$ cat src/rtl/div_share_pkg.sv
// Shared types and width helpers for the divider-sharing arbiter.
// Latency: n/a (package only).
// Backpressure: n/a (package only).
package div_share_pkg;

    typedef enum logic [1:0] {
        IDLE = 2'd0,
        CALC = 2'd1,
        RESP = 2'd2
    } state_e;

    // Width of a requester index; never narrower than one bit.
    function automatic int id_width(input int nreq);
        return (nreq < 2) ? 1 : $clog2(nreq);
    endfunction

    // The hold counter only ever holds CALC_CYCLES-1 down to 0.
    function automatic int cnt_width(input int calc_cycles);
        return (calc_cycles < 2) ? 1 : $clog2(calc_cycles);
    endfunction

endpackage

$ cat src/rtl/div.sv
// Unsigned combinational divider (quotient/remainder) with divide-by-zero flag.
// Latency: purely combinational; callers hold operands for a multicycle window.
// Backpressure: none.
// Ports: a (dividend), b (divisor) -> quotient, remainder, divide_by_0.
// Divide by zero returns all-ones quotient and the low dividend bits as remainder.
module div #(
    parameter int a_width  = 8,
    parameter int b_width  = 8,
    parameter int tc_mode  = 0,
    parameter int rem_mode = 1
) (
    input  logic [a_width-1:0] a,
    input  logic [b_width-1:0] b,
    output logic [a_width-1:0] quotient,
    output logic [b_width-1:0] remainder,
    output logic               divide_by_0
);

    // Only the unsigned, remainder-style flavour is implemented; for unsigned
    // operands remainder and modulus coincide, but signed mode would not.
    if (tc_mode != 0 || rem_mode != 1 || a_width < b_width) begin : g_bad_cfg
        $error("div: only unsigned remainder mode with a_width >= b_width is supported");
    end

    logic [a_width-1:0] b_ext;

    always_comb begin
        b_ext       = a_width'(b);
        divide_by_0 = (b == '0);
        if (divide_by_0) begin
            quotient  = '1;
            remainder = b_width'(a);
        end else begin
            quotient  = a / b_ext;
            // Remainder is always < b, so truncation to b_width is lossless.
            remainder = b_width'(a % b_ext);
        end
    end

endmodule

$ cat src/rtl/div_share_arbiter_rr_pick.sv
// Round-robin first-one search starting at ptr_i, wrapping modulo NREQ.
// Latency: combinational.
// Backpressure: none; grant_o is meaningful only when any_o is high.
// Ports: valid_i (per-requester valid), ptr_i (search start) -> grant_o, any_o.
module rr_pick
    import div_share_pkg::*;
#(
    parameter int NREQ = 4,
    parameter int ID_W = id_width(NREQ)
) (
    input  logic [NREQ-1:0] valid_i,
    input  logic [ID_W-1:0] ptr_i,
    output logic [ID_W-1:0] grant_o,
    output logic            any_o
);

    always_comb begin
        int idx;
        grant_o = '0;
        any_o   = 1'b0;
        idx     = 0;
        for (int k = 0; k < NREQ; k++) begin
            idx = int'(ptr_i) + k;
            if (idx >= NREQ) begin
                idx = idx - NREQ;
            end
            if (!any_o && valid_i[idx]) begin
                any_o   = 1'b1;
                grant_o = ID_W'(idx);
            end
        end
    end

endmodule

$ cat src/rtl/div_share_arbiter.sv
// Shares one combinational divider among NREQ requesters: round-robin accept, hold, tagged reply.
// Latency: accept edge T -> rsp_valid high from edge T+CALC_CYCLES; period CALC_CYCLES+2.
// Backpressure: rsp_ready low stalls in RESP indefinitely with all req_ready low.
// Ports: req_valid/req_ready/req_a/req_b per requester; rsp_valid/rsp_ready/rsp_id/
//        rsp_quotient/rsp_remainder/rsp_div0 single response port; busy in CALC and RESP.
module div_share_arbiter
    import div_share_pkg::*;
#(
    parameter int A_WIDTH     = 8,
    parameter int B_WIDTH     = 8,
    parameter int NREQ        = 4,
    parameter int CALC_CYCLES = 2,
    parameter int ID_W        = id_width(NREQ)
) (
    input  logic                    clk,
    input  logic                    reset_n,
    input  logic [NREQ-1:0]         req_valid,
    output logic [NREQ-1:0]         req_ready,
    input  logic [NREQ*A_WIDTH-1:0] req_a,
    input  logic [NREQ*B_WIDTH-1:0] req_b,
    output logic                    rsp_valid,
    input  logic                    rsp_ready,
    output logic [ID_W-1:0]         rsp_id,
    output logic [A_WIDTH-1:0]      rsp_quotient,
    output logic [B_WIDTH-1:0]      rsp_remainder,
    output logic                    rsp_div0,
    output logic                    busy
);

    localparam int CNT_W = cnt_width(CALC_CYCLES);

    state_e             state_q;
    logic [ID_W-1:0]    ptr_q;
    logic [CNT_W-1:0]   cnt_q;
    logic [A_WIDTH-1:0] a_q;
    logic [B_WIDTH-1:0] b_q;
    logic [ID_W-1:0]    id_q;

    logic               rsp_valid_q;
    logic [ID_W-1:0]    rsp_id_q;
    logic [A_WIDTH-1:0] rsp_quotient_q;
    logic [B_WIDTH-1:0] rsp_remainder_q;
    logic               rsp_div0_q;

    logic [ID_W-1:0]    grant;
    logic               any_vld;
    logic [ID_W-1:0]    ptr_d;

    logic [A_WIDTH-1:0] div_quot;
    logic [B_WIDTH-1:0] div_rem;
    logic               div_zero;

    // Unpack the flat operand buses so the granted requester can be indexed.
    logic [A_WIDTH-1:0] a_arr [NREQ];
    logic [B_WIDTH-1:0] b_arr [NREQ];

    for (genvar i = 0; i < NREQ; i++) begin : g_unpack
        assign a_arr[i] = req_a[i*A_WIDTH +: A_WIDTH];
        assign b_arr[i] = req_b[i*B_WIDTH +: B_WIDTH];
    end

    rr_pick #(
        .NREQ (NREQ),
        .ID_W (ID_W)
    ) u_rr_pick (
        .valid_i (req_valid),
        .ptr_i   (ptr_q),
        .grant_o (grant),
        .any_o   (any_vld)
    );

    // Operands come only from the registers, so the divider sees stable inputs
    // for the whole CALC window and can be timed as a multicycle path.
    div #(
        .a_width  (A_WIDTH),
        .b_width  (B_WIDTH),
        .tc_mode  (0),
        .rem_mode (1)
    ) u_div (
        .a           (a_q),
        .b           (b_q),
        .quotient    (div_quot),
        .remainder   (div_rem),
        .divide_by_0 (div_zero)
    );

    assign ptr_d = (grant == ID_W'(NREQ - 1)) ? '0 : grant + ID_W'(1);

    // Offer is combinational from the pick; gated by reset so nothing is
    // handshaken on a reset edge.
    always_comb begin
        req_ready = '0;
        if (reset_n && state_q == IDLE && any_vld) begin
            req_ready[grant] = 1'b1;
        end
    end

    always_ff @(posedge clk) begin
        if (!reset_n) begin
            state_q         <= IDLE;
            ptr_q           <= '0;
            cnt_q           <= '0;
            a_q             <= '0;
            b_q             <= '0;
            id_q            <= '0;
            rsp_valid_q     <= 1'b0;
            rsp_id_q        <= '0;
            rsp_quotient_q  <= '0;
            rsp_remainder_q <= '0;
            rsp_div0_q      <= 1'b0;
        end else begin
            unique case (state_q)
                IDLE: begin
                    if (any_vld) begin
                        a_q     <= a_arr[grant];
                        b_q     <= b_arr[grant];
                        id_q    <= grant;
                        ptr_q   <= ptr_d;
                        cnt_q   <= CNT_W'(CALC_CYCLES - 1);
                        state_q <= CALC;
                    end
                end
                CALC: begin
                    if (cnt_q == '0) begin
                        rsp_quotient_q  <= div_quot;
                        rsp_remainder_q <= div_rem;
                        rsp_div0_q      <= div_zero;
                        rsp_id_q        <= id_q;
                        rsp_valid_q     <= 1'b1;
                        state_q         <= RESP;
                    end else begin
                        cnt_q <= cnt_q - CNT_W'(1);
                    end
                end
                RESP: begin
                    // Returning to IDLE here means the next accept is one cycle later.
                    if (rsp_ready) begin
                        rsp_valid_q <= 1'b0;
                        state_q     <= IDLE;
                    end
                end
                default: state_q <= IDLE;
            endcase
        end
    end

    assign rsp_valid     = rsp_valid_q;
    assign rsp_id        = rsp_id_q;
    assign rsp_quotient  = rsp_quotient_q;
    assign rsp_remainder = rsp_remainder_q;
    assign rsp_div0      = rsp_div0_q;
    assign busy          = (state_q != IDLE);

endmodule

$ cat config.mk
export PLATFORM = sky130hd
export DESIGN_NAME = div_share_arbiter
export DESIGN_NICKNAME = d
export VERILOG_FILES = /design/src/rtl/div_share_pkg.sv /design/src/rtl/div.sv /design/src/rtl/div_share_arbiter_rr_pick.sv /design/src/rtl/div_share_arbiter.sv
export SDC_FILE = /design/constraint.sdc
export NUM_CORES = 1
export LEC_CHECK = 0
export CORE_UTILIZATION = 38
export CTS_CLUSTER_SIZE = 8
export DETAILED_ROUTE_END_ITERATION = 10
export PLACE_DENSITY = 0.61
export SETUP_SLACK_MARGIN = 0.02
export SYNTH_ARGS = -nofsm -noshare
export SYNTH_HDL_FRONTEND = slang
export SYNTH_SLANG_ARGS = --single-unit
$ cat constraint.sdc
create_clock -name clk -period 18.3 [get_ports clk]
set_clock_uncertainty 0.15 [all_clocks]
set_input_delay 1.83 -clock clk [delete_from_list [all_inputs] [get_ports clk]]
set_output_delay 1.83 -clock clk [all_outputs]
set_load 0.02 [all_outputs]
==> summary.txt <==
Die Wd - 105 um
max-cap violation count - 0
Worst Hold End - rsp_id[0]
CTS tree - yes
DP HPWL - 10,300 um
max incr delay on CP - 0.65 ns
Slowest-stage cell, CP - o32ai_1
footprint of the multi-input gates - 3000 um^2
GRT Resource Usage Total - 0.237
# rows - 37
Synth Flop Type - dfxtp_1
Synth Area per Inst - 7.51 um^2
Area Growth Syn to Fin - 28.4%
Clk Latency, worst-skew pair - 0.33 ns
Final ANT Viol Nets - 0
Fin Setup TNS - 0 ns
Final Hold Viols - 0
post-synth top area cell - dfxtp_1
Post-synth ARST share - 0
vias in the first global route - 4,080
top cell type's share of synthesized area - 0.212
synthesized flop and latch total - 43
sequential-to-total area share from yosys stat - 0.212
final setup violation count - 0
Peak Freq - 77.1 MHz
CP Launch Type - flip-flop
largest net degree at the start of global routing - 29
Final period util - 0.709
layout cells sized above 1 - 0.0577
routed length per placed instance - 17.2 um
CP required - 18.39 ns
RSZ-0062 raised after global routing - false
Tightest Pin Transition - 0.807 ns
cts hold-fix bufs - 0
mapped cell area - 4060 um^2
Hold Worst Slack - 0.318 ns
number of library cell types mapped by synthesis - 67
GRT overflow - 0
fin. max-slew vios - 0
Post-CTS Repair Setup Buffers - 0
WP data arrival - 13.06 ns
Max-slew headroom - 0.462
Initial Utilization - 0.393
drt drc - 0
DRT Pass-1 Iters - 5
worst hold path depth - 2
Clock Sink Count - 43
R2R setup slack - 5.32 ns
number of synthesized flops with an enable pin - 0
RePlAce Congestion - 0.916
HP Class - flip-flop to flip-flop
io pins - 96
reg2reg start - b_q[7]
CTS H-tree lvls - 2
CP max FO - 9
first-pass GRT wire length - 20,700 um
syn nets - 653
initial antenna violation count - 0
YS warnings - 0
outcome - finished, final reports clean
final WL - 13,100 um
input/output buffers - 95
Fillers - 1,015
worst r2r path cells - 47
Iter 0 DRT Violations - 204
final net count - 736
Worst Hold Launch - rsp_id[0]
dominant cells by area after synthesis - dfxtp_1 (21%), ha_1 (13%), mux2i_1 (8.9%)
post_cts resized - 0
Clock Path Buffers - 2
CP Class - flip-flop to flip-flop
DR vias/cell - 5.71
Std-Cell Core Area - 10,300 um^2
Top cell by count, worst path - ha_1
Inserted Clock Buffers - 5
DIE AREA - 11,100 um^2
storage element area - 861 um^2
worst reg2reg endpoint - rsp_remainder[7]
Critical Path Sink Type - flip-flop
Tmin final - 12.98 ns
via count - 4,337
final core utilization - 0.505
CTS clk-pin slew, worst paths - 0.09 ns
Mapped Cells - 540
die height - 105 um
root buf cell - clkbuf_8
n_diodes - 0
-- state kept, by name (all words and copies together), names as in the netlist --
| register | flops |
|---|---|
| cnt_q | 1 |
| rsp_remainder | 8 |
| state_q | 2 |
| id_q | 2 |
| ptr_q | 2 |
| rsp_div0 | 1 |
| rsp_id | 2 |
| rsp_valid | 1 |
| rsp_quotient | 8 |
| b_q | 8 |
| a_q | 8 |
-- synthesized netlist by cell type (all sizes together), types with 3 or more instances --
library cell,count
nor2b,4
or3,5
o21ai,42
dfxtp,43
o21a,14
and2,5
a31oi,7
xor2,10
a21oi,51
nand3,18
a21boi,4
a31o,3
buf,6
xnor2,5
mux2i,36
o22ai,9
and3,4
nor2,38
nor3,16
a211oi,4
o211ai,9
nor4,3
nand2b,4
clkbuf,18
inv,26
a21o,3
nand2,68
or2,6
ha,41
o311a,3
o22a,4
-- cell families after synthesis --
| group | Yosys count | share of synthesized area |
|---|---|---|
| compound gates | 172 | 0.270 |
| xor+xnor | 15 | 0.0324 |
| flops | 43 | 0.212 |
| buf+inv | 51 | 0.0521 |
| fa+ha+maj | 42 | 0.131 |
| simple gates | 179 | 0.208 |
| mux | 38 | 0.0944 |
-- how the worst max path moves through the flow --
stage                             to  cells after the start  startpoint
floorplan           rsp_remainder[7]                     48      b_q[7]
global placement    rsp_remainder[7]                     46      b_q[5]
detailed placement  rsp_remainder[7]                     46      b_q[7]
CTS                 rsp_remainder[7]                     46      b_q[7]
global route        rsp_remainder[7]                     46      b_q[7]
finish              rsp_remainder[7]                     47      b_q[7]
-- per-layer routing --
layer | routed length [um] | vias to the layer above | track usage | share of wire
li1 | - | 2126 | - | -
met1 | 5880 | 2007 | 0.305 | 0.45
met2 | 6060 | 180 | 0.395 | 0.46
met3 | 748 | 24 | 0.0340 | 0.057
met4 | 379 | 0 | 0.0956 | 0.029
met5 | 0 | - | 0 | 0
-- per-stage QoR --
| stage | setup WS, ns | instances | instance area [um^2] |
|---|---|---|---|
| detailed placement | 5.65 | 752 | 5120 |
| global route | 4.48 | 760 | 5210 |
| global placement | 6.07 | 752 | 5120 |
| floorplan | 7.28 | 540 | 4060 |
| finish | 5.32 | 760 | 5210 |
| CTS | 5.58 | 760 | 5210 |
-- cells in the final DEF (no fill, tap or decap), types with 3 or more instances in the layout --
cell type,instances
a211oi_1,4
a21boi_0,3
a21o_1,3
a21oi_1,50
a31oi_1,7
and2_1,3
and3_1,4
buf_4,5
clkbuf_8,5
clkdlybuf4s50_1,95
dfxtp_1,43
ha_1,41
inv_1,26
mux2i_1,36
nand2_1,68
nand2b_1,4
nand3_1,18
nor2_1,38
nor2b_1,4
nor3_1,14
o211ai_1,9
o21a_1,14
o21ai_0,41
o22a_1,3
o22ai_1,8
o311a_1,3
or2_2,5
or3_1,5
xnor2_1,5
xor2_1,10
-- worst max-delay path, delay by kind of cell (launching register included) --
kind                       cells  cell delay, ns
buffers and inverters          1            0.07
and+or+nand+nor               18            5.10
AOI/OAI and AO/OA             21            5.15
adders and majority gates      7            2.03
DFF                            1            0.41
-- final cells by class --
class / instances / share of cell area
Clock buffer: 5 / 0.0132
Clock inverter: 3 / 0.00456
Inverter: 27 / 0.0195
Multi-Input combinational cell: 446 / 0.575
Sequential cell: 43 / 0.165
Tap cell: 136 / 0.0327
Timing Repair Buffer: 100 / 0.190
Power is left out: the tool's default activity adds up to more than one toggle a clock period on the data nets, which glitch-free logic cannot reach.
